<file path="src/rtl/relay_frame_tx.sv">
// Relay link transmitter: queues payload nibbles and sends gap, start nibble,
// payload, byte-alignment pad and end zeros MSB-first at one bit per BIT_CLKS clocks.
//
// state | meaning
// IDLE  | line low, waiting for a queued nibble
// GAP   | GAP_NIBBLES zero nibbles so the receiver can resynchronise
// START | 0xC (reader) or 0xF (tag)
// DATA  | one FIFO entry per nibble, 0x0 with an underrun pulse when empty
// PAD   | one zero nibble so the payload is a whole number of bytes
// END   | 4 (reader) or 2 (tag) zero nibbles
module relay_frame_tx #(
    parameter int BIT_CLKS    = 16,
    parameter int FIFO_DEPTH  = 8,
    parameter int GAP_NIBBLES = 4
) (
    input  logic       clk,
    input  logic       reset,
    input  logic       fake_reader,
    input  logic [3:0] nib_in,
    input  logic       nib_last,
    input  logic       nib_valid,
    output logic       nib_ready,
    output logic       relay_out,
    output logic       busy,
    output logic       underrun
);

    localparam int AW = $clog2(FIFO_DEPTH);
    localparam int BW = (BIT_CLKS > 1) ? $clog2(BIT_CLKS) : 1;

    localparam logic [2:0] IDLE  = 3'd0;
    localparam logic [2:0] GAP   = 3'd1;
    localparam logic [2:0] START = 3'd2;
    localparam logic [2:0] DATA  = 3'd3;
    localparam logic [2:0] PAD   = 3'd4;
    localparam logic [2:0] END   = 3'd5;

    logic [4:0]    fifo_mem [FIFO_DEPTH];
    logic [AW-1:0] wr_ptr;
    logic [AW-1:0] rd_ptr;
    logic [AW:0]   count;
    logic          full;
    logic          empty;
    logic          push;
    logic          pop;
    logic [4:0]    head;

    logic [2:0]    state;
    logic [BW-1:0] bit_cnt;
    logic [1:0]    bit_idx;
    logic [3:0]    shreg;
    logic [3:0]    nib_cnt;
    logic          mode;
    logic          parity;
    logic          data_last;
    logic          bit_end;
    logic          nib_end;
    logic          data_due;
    logic [3:0]    end_last;

    assign full      = (count == (AW+1)'(FIFO_DEPTH));
    assign empty     = (count == '0);
    assign nib_ready = ~full;
    assign push      = nib_valid & ~full;
    assign head      = fifo_mem[rd_ptr];

    assign bit_end   = (bit_cnt == BW'(BIT_CLKS - 1));
    assign nib_end   = (state != IDLE) && bit_end && (bit_idx == 2'd3);
    assign data_due  = nib_end && ((state == START) || ((state == DATA) && !data_last));
    assign pop       = data_due && !empty;
    assign end_last  = mode ? 4'd3 : 4'd1;

    assign relay_out = shreg[3];
    assign busy      = (state != IDLE);

    always_ff @(posedge clk) begin
        if (push) begin
            fifo_mem[wr_ptr] <= {nib_last, nib_in};
        end
    end

    always_ff @(posedge clk) begin
        if (!reset) begin
            wr_ptr <= '0;
            rd_ptr <= '0;
            count  <= '0;
        end else begin
            if (push) begin
                wr_ptr <= wr_ptr + AW'(1);
            end
            if (pop) begin
                rd_ptr <= rd_ptr + AW'(1);
            end
            count <= count + (AW+1)'(push) - (AW+1)'(pop);
        end
    end

    always_ff @(posedge clk) begin
        if (!reset) begin
            state     <= IDLE;
            bit_cnt   <= '0;
            bit_idx   <= 2'd0;
            shreg     <= 4'h0;
            nib_cnt   <= 4'd0;
            mode      <= 1'b0;
            parity    <= 1'b0;
            data_last <= 1'b0;
            underrun  <= 1'b0;
        end else begin
            underrun <= 1'b0;
            if (state == IDLE) begin
                bit_cnt <= '0;
                bit_idx <= 2'd0;
                shreg   <= 4'h0;
                if (!empty) begin
                    state   <= GAP;
                    mode    <= fake_reader;
                    nib_cnt <= 4'd0;
                end
            end else begin
                bit_cnt <= bit_end ? '0 : bit_cnt + BW'(1);
                if (bit_end) begin
                    bit_idx <= bit_idx + 2'd1;
                    shreg   <= {shreg[2:0], 1'b0};
                end
                if (nib_end) begin
                    nib_cnt <= nib_cnt + 4'd1;
                    shreg   <= 4'h0;
                    case (state)
                        GAP: begin
                            if (nib_cnt == 4'(GAP_NIBBLES - 1)) begin
                                state <= START;
                                shreg <= mode ? 4'hC : 4'hF;
                            end
                        end
                        START, DATA: begin
                            if (data_due) begin
                                state  <= DATA;
                                parity <= (state == START) ? 1'b1 : ~parity;
                                if (!empty) begin
                                    shreg     <= head[3:0];
                                    data_last <= head[4];
                                end else begin
                                    underrun  <= 1'b1;
                                    data_last <= 1'b0;
                                end
                            end else begin
                                // odd nibble count means half a byte is outstanding
                                state   <= parity ? PAD : END;
                                nib_cnt <= 4'd0;
                            end
                        end
                        PAD: begin
                            state   <= END;
                            nib_cnt <= 4'd0;
                        end
                        END: begin
                            if (nib_cnt == end_last) begin
                                nib_cnt <= 4'd0;
                                if (!empty) begin
                                    state <= GAP;
                                    mode  <= fake_reader;
                                end else begin
                                    state <= IDLE;
                                end
                            end
                        end
                        default: state <= IDLE;
                    endcase
                end
            end
        end
    end

endmodule
</file>
<file path="config.mk">
export PLATFORM = sky130hd
export DESIGN_NAME = relay_frame_tx
export DESIGN_NICKNAME = d
export VERILOG_FILES = /design/src/rtl/relay_frame_tx.sv
export SDC_FILE = /design/constraint.sdc
export NUM_CORES = 1
export LEC_CHECK = 0
export ABC_AREA = 1
export BUFFER_PORTS_ARGS = -buffer_cell sky130_fd_sc_hd__clkbuf_2
export CAP_MARGIN = 5
export CORE_MARGIN = 4
export CORE_UTILIZATION = 25
export CTS_CLUSTER_SIZE = 40
export DETAILED_ROUTE_END_ITERATION = 8
export PLACE_DENSITY_LB_ADDON = 0.2
export SYNTH_ARGS = -nofsm -noshare
export SYNTH_HDL_FRONTEND = slang
export SYNTH_SLANG_ARGS = --single-unit
</file>
<file path="constraint.sdc">
create_clock -name clk -period 2.5 [get_ports clk]
set_input_delay 0 -clock clk [delete_from_list [all_inputs] [get_ports clk]]
set_output_delay 0 -clock clk [all_outputs]
set_load 0.02 [all_outputs]
</file>
Yosys cells after proc, flatten, opt, wreduce, memory -nomap -nowiden:

Memory sizes are Yosys's and may differ from the RTL's. A register that Yosys moved wholly into a read port is not among the register bits.
Cells that the tools add are included.

* logic and storage cells: 99
* bits in writable memories: 40
* output and inout bits: 4
* bits in registers: 31
* input port bits: 9
* memories: 1

* reduce and logical (&&, ||, !) cells: 23
* muxes and demuxes: 35
* $add $sub $neg: 7
* bitwise logic cells: 8
* eq/ne operators: 13

Memory list
* fifo_mem: words 8, bits a word 5, rd ports 1, clocked after memory_dff 1, wr ports 1, line 38 `logic [4:0] fifo_mem [FIFO_DEPTH];`

Operators with widths (number)
* two-way mux 4 bit: 10
* two-way mux 3 bit: 8
* two-way mux 1 bit: 12
* one-hot mux 3 bit (4 select lines): 1
* one-hot mux 4 bit (3 select lines): 1
* adder 4 x 1 -> 4 bit, second input constant: 2
* equality test 4 bit, second input constant: 2
* one-hot mux 4 bit (2 select lines): 1
* AND reduction 4 bit: 2
* nonzero test 2 bit: 4
* inverter 1 bit: 7
* adder 3 x 1 -> 3 bit, second input constant: 2
* equality test 3 x 2 -> 1 bit, second input constant: 2
* equality test 3 bit, second input constant: 2
* inequality test 3 bit, second input constant: 2
* logical AND 1 bit: 5
* OR reduction 5 bit: 1
* adder 4 x 1 -> 4 bit: 1
* equality test 4 x 2 -> 1 bit: 1
* equality test 4 x 2 -> 1 bit, second input constant: 1
* zero test 4 bit: 1
* two-way mux 2 bit: 2
* OR reduction 2 bit: 2
* subtractor 4 x 1 -> 4 bit: 1
* other kinds (12): 13

Depth between registers and ports, before layout:

Gate-level depths: netlist of the first run.

* depth in word-level cells: 8
* depth in mapped cells: 14
* depth with buffers taken out: 13

Least setup slack after synthesis of the first run:

Ideal clock, no wire load.

* kind: register -> register
* start point: register bit_cnt[0]
* end point: register count[2]
* cell stages (with the launch flop): 14
* data arrival time: 2.015 ns
* required time: 2.383 ns
* path buffers: 1
* library setup time: 0.117 ns
* period minus slack after synthesis: 2.132 ns
* setup slack: 0.368 ns
* cells stage by stage: dfxtp_1 -> ha_1 -> nand3_4 -> nor2_4 -> nand3_4 -> nor2_4 -> buf_6 -> inv_1 -> nand2_1 -> nand2_1 -> ha_1 -> fa_1 -> xnor2_1 -> nor2_1

* cells in the longest elaborated chain, start to end: 6

RTL lines
* start: declaration: line 49 `logic [BW-1:0] bit_cnt;`
* start signal: assignment: line 121 `bit_cnt <= bit_end ? '0 : bit_cnt + BW'(1);`
* equality test 4 bit: line 67 `assign bit_end = (bit_cnt == BW'(BIT_CLKS - 1));`
* logical AND 1 bit (2 in series): line 68 `assign nib_end = (state != IDLE) && bit_end && (bit_idx == 2'd3);`
* logical AND 1 bit: line 69 `assign data_due = nib_end && ((state == START) || ((state == DATA) && !data_last));`
* logical AND 1 bit: line 70 `assign pop = data_due && !empty;`
* subtractor 4 x 1 -> 4 bit: line 94 `count <= count + (AW+1)'(push) - (AW+1)'(pop);`
* end signal: assignment: line 94
* end: declaration: line 41 `logic [AW:0] count;`

Every way passes these cells.
A chain may end at the register's enable or synchronous reset.

Worst setup path after layout of the first run:

Ends and elaborated chain as after synthesis.

==> results.ini, run 1 <==
[synth]
synth.area.top_cells = edfxtp_1 (35%), dfxtp_1 (20%), nand2_1 (11%)
ys_top_cells_by_count = nand2_1 (103), inv_1 (54), nor2_1 (41)
synth_ff_type = edfxtp_1
synth.distinct_cells = 31
syn_area_mm2 = 0.00343
synth.largest_area_cell = edfxtp_1
yosysWarnings = 0
synth_top_area_share_pct = 35.0
async_reset_ff_share_pct = 0
ys_ff_latch = 74
syn-instance-count = 390
yosysMostFrequentCell = nand2_1
synth_nets = 410
synth.avg_cell_area_um2 = 8.79
synth_edf_count = 40
yosysSeqAreaShare_pct = 54.9

[sta]
rsz0062_at_grt = no
fmax_ghz = 0.464
fin_setup_tns_ns = 0
clock_skew_ns = 0.00490
slew_headroom_pct = 64.0
report.final.slew_viol_count = 0
fin_ws_ns = 0.343
hold_viol = 0
worst_pin_slew_ns = 0.538
finalSetupViolations = 0
fin_crit_ns = 2.16
finalCritPeriodShare_pct = 86.3

[hold_path]
worstHoldEndpoint = wr_ptr[1]
hold_class = in -> reg
holdPathStages = 3
hp-start = nib_valid

[power]
clkPwrFrac_pct = 40.0
p_switching_mw = 0.976
p_seq_share_pct = 41.5
power_density_mw_per_mm2 = 840
switching_share_pct = 28.5
p_comb_share_pct = 18.4
p_int_mw = 2.45
peakVddDrop_mv = 0.276
p_leak_nw = 1.71

[finish]
syn2layout_area_growth_pct = 18.8
n_antenna_cell = 0
nets = 436
n_fill_cell = 1449
utilization_pct = 30.5
drive_gt1_share_pct = 11.4

[route]
dr.pass1.iters = 4
via_per_inst = 4.14
wl_per_cell_um = 11.7
drcViolationCount = 0
num_vias = 2472
drtAntennaViolNets = 0
first_iter_violations = 117
wl_um = 6990

[global_routing]
antenna_found_initial = 0
grt_pass1_vias = 2396
grt_use_total_pct = 9.61
grt_max_degree = 20
grt_overflow = 0
grt_pass1_wl_um = 11900

[job]
maxCapViolations = 0

[clock_network]
clock_latency_ns = 0.33
cts_buffers = 9
cts_tree = yes
ctsHtreeMaxLevel = 3
clock-sinks = 74
clk_pin_slew_ns = 0.06
cts-root-buf = clkbuf_16
cts_buffer_depth = 2

[critical_path]
cp-end-kind = flop
r2r-start = bit_cnt[0]
rrSetupSlack_ns = 0.34
critPathKind = reg -> reg
crit_fanout = 8
reg2reg_to = count[2]
startpoint_type = flop
crit_path_start = bit_cnt[0]
critPathArrivalTime_ns = 2.38
worstPathRequired_ns = 2.73
r2r_cells = 12

[floorplanning]
rows = 42
die_width_um = 125
pin_count = 13
die_y_um = 125
start_util_pct = 25.7
core_area_mm2 = 0.0133
die_area_mm2 = 0.0157

[place]
gp_congestion = 0.831
portBuffers = 12
pre_cts_ws_ns = 0.334
dp_hpwl_um = 5020

[outcome]
status = completed

## power by group through the flow
stage          Sequential (mW)  Clock [mW]  Combinational, mW
2_1_floorplan             1.43           0              0.494
3_3_place_gp              1.45           0              0.633
3_5_place_dp              1.45           0              0.633
4_1_cts                   1.42        1.42              0.644
5_1_grt                   1.43        1.46              0.727
6_report                  1.42        1.37              0.630
## cell families after synthesis
kind of cell	count (synthesis)	share of synthesized area [%]
xor+xnor	6	1.53
simple gates	183	23.7
compound gates	51	8.03
fa+ha+maj	11	4.23
buf+inv	65	7.63
flops	74	54.9
## worst max-delay path, cell delays in order (launching register included)
cell	delay, ns
dfxtp_1	0.35
ha_1	0.23
nand3_4	0.12
nor2_4	0.15
nand3_4	0.14
nor2_4	0.12
inv_1	0.06
nand2_1	0.05
nand2_1	0.05
ha_1	0.20
fa_1	0.38
xnor2_1	0.14
nor2_1	0.05
## metrics by stage
stage	hold WS, ns	std cells	total power, mW	area, um2
floorplan	0.0989	390	1.92	3430
global placement	0.224	575	2.08	3690
detailed placement	0.232	575	2.08	3690
CTS	0.0626	597	3.48	4070
global route	0.102	597	3.62	4070
finish	0.0638	597	3.42	4070
## flip-flops by register name (all words and copies together) (netlist names), named ones only
signal / cells
mode: 1
shreg: 4
bit_idx: 2
underrun: 1
fifo_mem: 40
data_last: 1
wr_ptr: 3
nib_cnt: 4
rd_ptr: 3
parity: 1
state: 3
bit_cnt: 4
count: 4
## timing repair
| action | CTS | global route |
|---|---|---|
| endpoints found under the hold margin | 41 | 0 |
| buffers inserted | 0 | 0 |
| gates resized for setup | 0 | 0 |
| hold buffers | 6 | 0 |
| setup endpoints to repair | 0 | 0 |
## metal layers
metal	GRT usage, %	part of all wire, %	wire (um)
met1	12.0	49	3400
met2	15.4	47	3290
met3	2.22	2.0	137
met4	5.17	2.3	161
met5	0	0	0
## final cells by class
type	instances	area [um2]	share of cell area, %
Multi-Input combinational cell	251	1280	31.5
Tap cell	176	220	5.41
Inverter	58	218	5.34
Sequential cell	74	1880	46.2
Clock buffer	9	225	5.53
Timing Repair Buffer	22	150	3.69
Clock inverter	7	93.8	2.30
## cell usage in the layout, fill, tap and decap left out, drive strengths merged, types with 4 or more instances in the layout
master       synthesis  routed
dlygate4sd3          0       6
edfxtp              40      40
dfxtp               34      34
buf                  4       4
a21oi               21      21
clkinv               2       6
ha                  10      10
nand3               25      25
clkbuf               3      21
nand2              107     107
inv                 56      56
o21ai               24      24
nor2                46      46
## how the worst max path moves through the flow
stage / end / slack, ns / depth (start not counted)
floorplan: count[2] / 0.37 / 13
global placement: count[2] / 0.38 / 12
detailed placement: count[2] / 0.33 / 12
CTS: count[2] / 0.32 / 12
global route: count[1] / 0.15 / 11
finish: count[2] / 0.34 / 12
No activity file was read; power rests on OpenSTA's default activity.
==> inputs of run 2 (changes only) <==
--- a/config.mk
+++ b/config.mk
@@ -12,7 +12,7 @@
 export CORE_UTILIZATION = 25
 export CTS_CLUSTER_SIZE = 40
 export DETAILED_ROUTE_END_ITERATION = 8
-export PLACE_DENSITY_LB_ADDON = 0.2
+export PLACE_DENSITY = 0.36
 export SYNTH_ARGS = -nofsm -noshare
 export SYNTH_HDL_FRONTEND = slang
 export SYNTH_SLANG_ARGS = --single-unit
==> run 2 against run 1 <==
  * Clock power shrank 18%
  * Largest cell class unchanged
  * Critical path depth unchanged
  * Worst setup slack got worse by 0.010 ns
  * Cell count unchanged
  * Hold slack worse by 0.054 ns
  * Critical path type unchanged
  * Non-clock buffer count did not move
==> results.ini, run 2 (synthesis results as in run 1) <==
[sta]
whs_ns = 0.00966  ; -0.0542 ns
slew_headroom_pct = 60.2  ; -3.8 points
finalSetupViolations = 0  ; unchanged
fin_crit_ns = 2.17  ; +0.0104 ns
hold_viol = 0  ; unchanged
worst_pin_slew_ns = 0.595  ; +0.0572 ns
fin_ws_ns = 0.333  ; -0.0104 ns
fmax_ghz = 0.461  ; -0.48%
rsz0062_at_grt = no
clock_skew_ns = 0.00484  ; -0.0000581 ns
fin_setup_tns_ns = 0  ; unchanged
report.final.slew_viol_count = 0  ; unchanged
finalCritPeriodShare_pct = 86.7  ; +0.41 points

[global_routing]
grt_pass1_vias = 2446  ; +2.1%
grt_pass1_wl_um = 12700  ; +6.7%
grt_max_degree = 20  ; unchanged
grt_use_total_pct = 10.3  ; +0.71 points
grt_overflow = 0  ; unchanged
antenna_found_initial = 0  ; unchanged

[outcome]
status = completed

[clock_network]
clock-sinks = 74  ; unchanged
cts-root-buf = clkbuf_16
clock_latency_ns = 0.33  ; about the same
clk_pin_slew_ns = 0.06  ; about the same
cts_resized = 0  ; unchanged
postCtsSetupBuffers = 0  ; unchanged
cts_buffer_depth = 2  ; unchanged
cts_buffers = 9  ; unchanged
cts_tree = yes
ctsHtreeMaxLevel = 3  ; unchanged

[critical_path]
cp-end-kind = flop
critPathArrivalTime_ns = 2.39  ; about the same
startpoint_type = flop
crit_fanout = 8  ; unchanged
worstPathRequired_ns = 2.72  ; about the same
critPathKind = reg -> reg

[finish]
nets = 436  ; unchanged
n_fill_cell = 1433  ; -1.1%
layout_common_cells = nand2_1 (103), inv_1 (54), nor2_1 (41), edfxtp_1 (40), dfxtp_1 (34)
n_antenna_cell = 0  ; unchanged
multi_input_area_mm2 = 0.00128  ; unchanged
utilization_pct = 30.0  ; -0.51 points
register_area_mm2 = 0.00188  ; unchanged
fin_area_mm2 = 0.00401  ; -1.7%
drive_gt1_share_pct = 10.7  ; -0.71 points
instances_no_fill = 597  ; unchanged
syn2layout_area_growth_pct = 16.9
layout_commonest_cell = nand2_1
largest_reg_flops = 40  ; unchanged
top_register = fifo_mem

[route]
num_vias = 2474  ; +0.081%
wl_per_cell_um = 12.5  ; +6.7%
drtAntennaViolNets = 0  ; unchanged
drcViolationCount = 0  ; unchanged
via_per_inst = 4.14  ; about the same
dr.pass1.iters = 4  ; unchanged
first_iter_violations = 119  ; +1.7%
wl_um = 7460  ; +6.7%

[power]
peakVddDrop_mv = 0.364  ; +32%
power_density_mw_per_mm2 = 798  ; -5.0%
power_mw = 3.20  ; -6.6%
p_leak_nw = 1.68  ; -1.5%

[floorplanning]
pin_count = 13  ; unchanged
die_y_um = 125  ; unchanged
start_util_pct = 25.7  ; unchanged
die_area_mm2 = 0.0157  ; unchanged
die_width_um = 125  ; unchanged
core_area_mm2 = 0.0133  ; unchanged
rows = 42  ; unchanged

[job]
maxCapViolations = 0  ; unchanged

[place]
placed_cell_area_mm2 = 0.00370  ; +0.20%
gp_congestion = 0.772  ; -7.1%
dp_hpwl_um = 5300  ; +5.7%
placed_cells = 576  ; +0.17%
pre_cts_ws_ns = 0.287  ; -0.0470 ns
portBuffers = 12  ; unchanged

[hold_path]
hold_class = in -> reg

-- run 2: report_power, final --
group | switching, mW | internal (mW) | total [mW]
clock network | 0.474 | 0.658 | 1.13
registers | 0.0502 | 1.37 | 1.42
logic | 0.437 | 0.205 | 0.642
-- run 2: critical path, stage by stage (launching register included) --
cell	delay, ns
dfxtp_1	0.35
ha_1	0.24
nand3_4	0.13
nor2_4	0.15
nand3_4	0.14
nor2_4	0.12
inv_1	0.06
nand2_1	0.05
nand2_1	0.05
ha_1	0.21
fa_1	0.38
xnor2_1	0.14
nor2_1	0.05
-- run 2: what timing repair did --
| action | in CTS | in global routing |
|---|---|---|
| hold buffers | 5 | 0 |
| endpoints found under the setup margin | 0 | 0 |
| endpoints found under the hold margin | 33 | 0 |
-- run 2: cell type report --
class	count	share of cell area [%]
inverters	58	5.43
well taps	176	5.50
flip-flops and latches	74	47.0
clock buffers	11	5.81
repair buffers	22	3.69
multi-input cells	251	32.1
clock inverters	5	0.531
-- run 2: per-layer routing --
layer / vias to the layer above / GRT usage (%) / share of wire, %
li1: 1308 / - / -
met5: - / 0 / 0
met1: 1121 / 14.0 / 50
met2: 33 / 15.4 / 44
met4: 0 / 4.40 / 1.8
met3: 12 / 2.99 / 4.3
-- run 2: path summary, 6_finish.rpt --
path / slack (ns) / cells after the start / endpoint / start
worst min register to register: 0.44 / 1 / bit_cnt[0] / bit_cnt[0]
worst max register to register: 0.33 / 12 / count[2] / bit_cnt[0]
worst min-delay path: 0.01 / 1 / fifo_mem[1][1] / nib_in[1]
worst max-delay path: 0.33 / 12 / count[2] / bit_cnt[0]
==> inputs of run 3 (changes only) <==
==> constraint.sdc (replaced) <==
create_clock -name clk -period 2.69 [get_ports clk]
set_input_delay 0 -clock clk [delete_from_list [all_inputs] [get_ports clk]]
set_output_delay 0 -clock clk [all_outputs]
set_load 0.02 [all_outputs]
==> run 3 against run 2 <==
  * The run now ends with negative hold slack left
  * Total power shrank 3.0%
  * Non-clock buffer count decreased by 2
  * Sequential share of layout area down 0.39 points
  * Utilization is 0.25 points higher
  * Fmax fell by 6.8%
  * Critical path type unchanged
  * Via count rose by 1.2%
  * Highest routed layer unchanged
  * Clock-buffer cell count grew 2
==> results.ini, run 3 (synthesis results as in run 1) <==
[clock_network]
cts_hold_buf = 5  ; unchanged
ctsHtreeMaxLevel = 3  ; unchanged
postCtsSetupBuffers = 0  ; unchanged
cts-root-buf = clkbuf_16
cts_tree = yes
cts_buffer_depth = 2  ; unchanged
clk_pin_slew_ns = 0.06  ; about the same
clock-sinks = 74  ; unchanged
cts_buffers = 9  ; unchanged
clock_latency_ns = 0.34  ; about the same
cts_resized = 0  ; unchanged

[critical_path]
critPathKind = reg -> reg
critical-path-slowest-cell = fa_1
cp_cell_sequence = ha_1 -> nand3_4 -> nor2_4 -> nand3_4 -> nor2_4 -> inv_1 -> nand2_1 -> nand2_1 -> ha_1 -> fa_1 -> xnor2_1 -> nor2_1
slowest_delay_ns = 0.38  ; about the same
worstPathRequired_ns = 2.92  ; +0.20 ns
cp-end-kind = flop
critPathArrivalTime_ns = 2.56  ; +0.17 ns
startpoint_type = flop
crit_fanout = 12  ; +4

[route]
wl_um = 7230  ; -3.1%
dr.pass1.iters = 4  ; unchanged
wl_per_cell_um = 12.1  ; -2.7%
drtAntennaViolNets = 0  ; unchanged
num_vias = 2504  ; +1.2%
via_per_inst = 4.21  ; +1.6%
drcViolationCount = 0  ; unchanged
first_iter_violations = 120  ; +0.84%

[floorplanning]
die_area_mm2 = 0.0157  ; unchanged
die_width_um = 125  ; unchanged
pin_count = 13  ; unchanged
die_y_um = 125  ; unchanged
start_util_pct = 25.7  ; unchanged
rows = 42  ; unchanged
core_area_mm2 = 0.0133  ; unchanged

[finish]
layout_common_cells = nand2_1 (103), inv_1 (54), nor2_1 (41), edfxtp_1 (40), dfxtp_1 (34)
layout_commonest_cell = nand2_1
largest_reg_flops = 40  ; unchanged
nets = 434  ; -0.46%
n_antenna_cell = 0  ; unchanged
syn2layout_area_growth_pct = 17.8
top_register = fifo_mem
drive_gt1_share_pct = 11.2  ; +0.53 points

[sta]
finalCritPeriodShare_pct = 86.4  ; -0.25 points
fmax_ghz = 0.430  ; -6.8%
fin_ws_ns = 0.365  ; +0.0320 ns
whs_ns = -0.00335  ; -0.0130 ns
slew_headroom_pct = 59.9  ; -0.24 points
clock_skew_ns = 0.00718  ; +0.00233 ns
rsz0062_at_grt = no
finalSetupViolations = 0  ; unchanged
fin_crit_ns = 2.32  ; +0.158 ns
worst_pin_slew_ns = 0.599  ; +0.00358 ns
hold_viol = 8  ; +8
fin_setup_tns_ns = 0  ; unchanged
report.final.slew_viol_count = 0  ; unchanged

[power]
peakVddDrop_mv = 0.314  ; -14%
switching_share_pct = 29.2  ; -0.86 points
p_comb_share_pct = 19.1  ; -1.0 points
power_density_mw_per_mm2 = 768  ; -3.8%
clkPwrFrac_pct = 38.2  ; +2.8 points
p_int_mw = 2.20  ; -1.8%
p_leak_nw = 1.69  ; +0.61%
p_seq_share_pct = 42.6  ; -1.9 points
p_switching_mw = 0.906  ; -5.8%
power_mw = 3.10  ; -3.0%

[outcome]
status = complete, but fails checks
violations = negative hold slack

[global_routing]
grt_use_total_pct = 10.1  ; -0.21 points
antenna_found_initial = 0  ; unchanged
grt_max_degree = 20  ; unchanged
grt_pass1_wl_um = 12400  ; -2.7%
grt_overflow = 0  ; unchanged
grt_pass1_vias = 2499  ; +2.2%

[place]
portBuffers = 12  ; unchanged
gp_congestion = 0.778  ; +0.74%
pre_cts_ws_ns = 0.343  ; +0.0558 ns
dp_hpwl_um = 5250  ; -1.0%

[hold_path]
hold_class = in -> reg

[job]
maxCapViolations = 0  ; unchanged

-- run 3: final timing paths --
kind | startpoint | endpoint | slack (ns) | depth (start not counted)
worst max-delay path | bit_cnt[0] | count[2] | 0.37 | 12
worst min-delay path | nib_in[2] | fifo_mem[0][2] | -0.003 | 1
worst max register to register | bit_cnt[0] | count[2] | 0.37 | 12
worst min register to register | bit_cnt[0] | bit_cnt[0] | 0.45 | 1
-- run 3: routing by layer --
layer | up-vias | track usage (%) | part of all wire (%)
met3 | 13 | 3.71 | 3.7
met4 | 0 | 4.15 | 2.3
li1 | 1303 | - | -
met2 | 26 | 15.9 | 45
met5 | - | 0 | 0
met1 | 1162 | 12.6 | 49
-- run 3: power by group through the flow --
stage	registers, mW	logic, mW	clock network (mW)
finish	1.32	0.593	1.19
global route	1.33	0.687	1.28
CTS	1.32	0.607	1.22
detailed placement	1.35	0.598	0
global placement	1.35	0.604	0
floorplan	1.33	0.459	0
-- run 3: layout make-up --
cell class              count  area (um2)
fillers                  1459        9310
well taps                 176         220
inverters                  58         218
multi-input cells         251        1280
repair buffers             20         133
flip-flops and latches     74        1880
clock buffers              13         282
clock inverters             3        21.3
-- run 3: worst max-delay path: cells and delay by family, from the launching register on --
| kind | cells | cell delay (ns) |
|---|---|---|
| AND/OR/NAND/NOR | 7 | 0.83 |
| XOR/XNOR | 1 | 0.15 |
| buffers and inverters | 1 | 0.09 |
| flip-flops | 1 | 0.34 |
| adder cells (fa/ha/maj) | 3 | 0.81 |
-- run 3: metrics by stage --
step | instance area, um2 | utilization (%) | hold WS (ns) | instances
2_1_floorplan | 3430 | - | 0.0989 | 390
6_report | 4040 | 30.3 | -0.00335 | 595
4_1_cts | 4040 | 30.3 | 0.00344 | 595
3_5_place_dp | 3690 | 27.6 | 0.239 | 574
5_1_grt | 4040 | 30.3 | 0.00468 | 595
3_3_place_gp | 3690 | 27.6 | 0.223 | 574
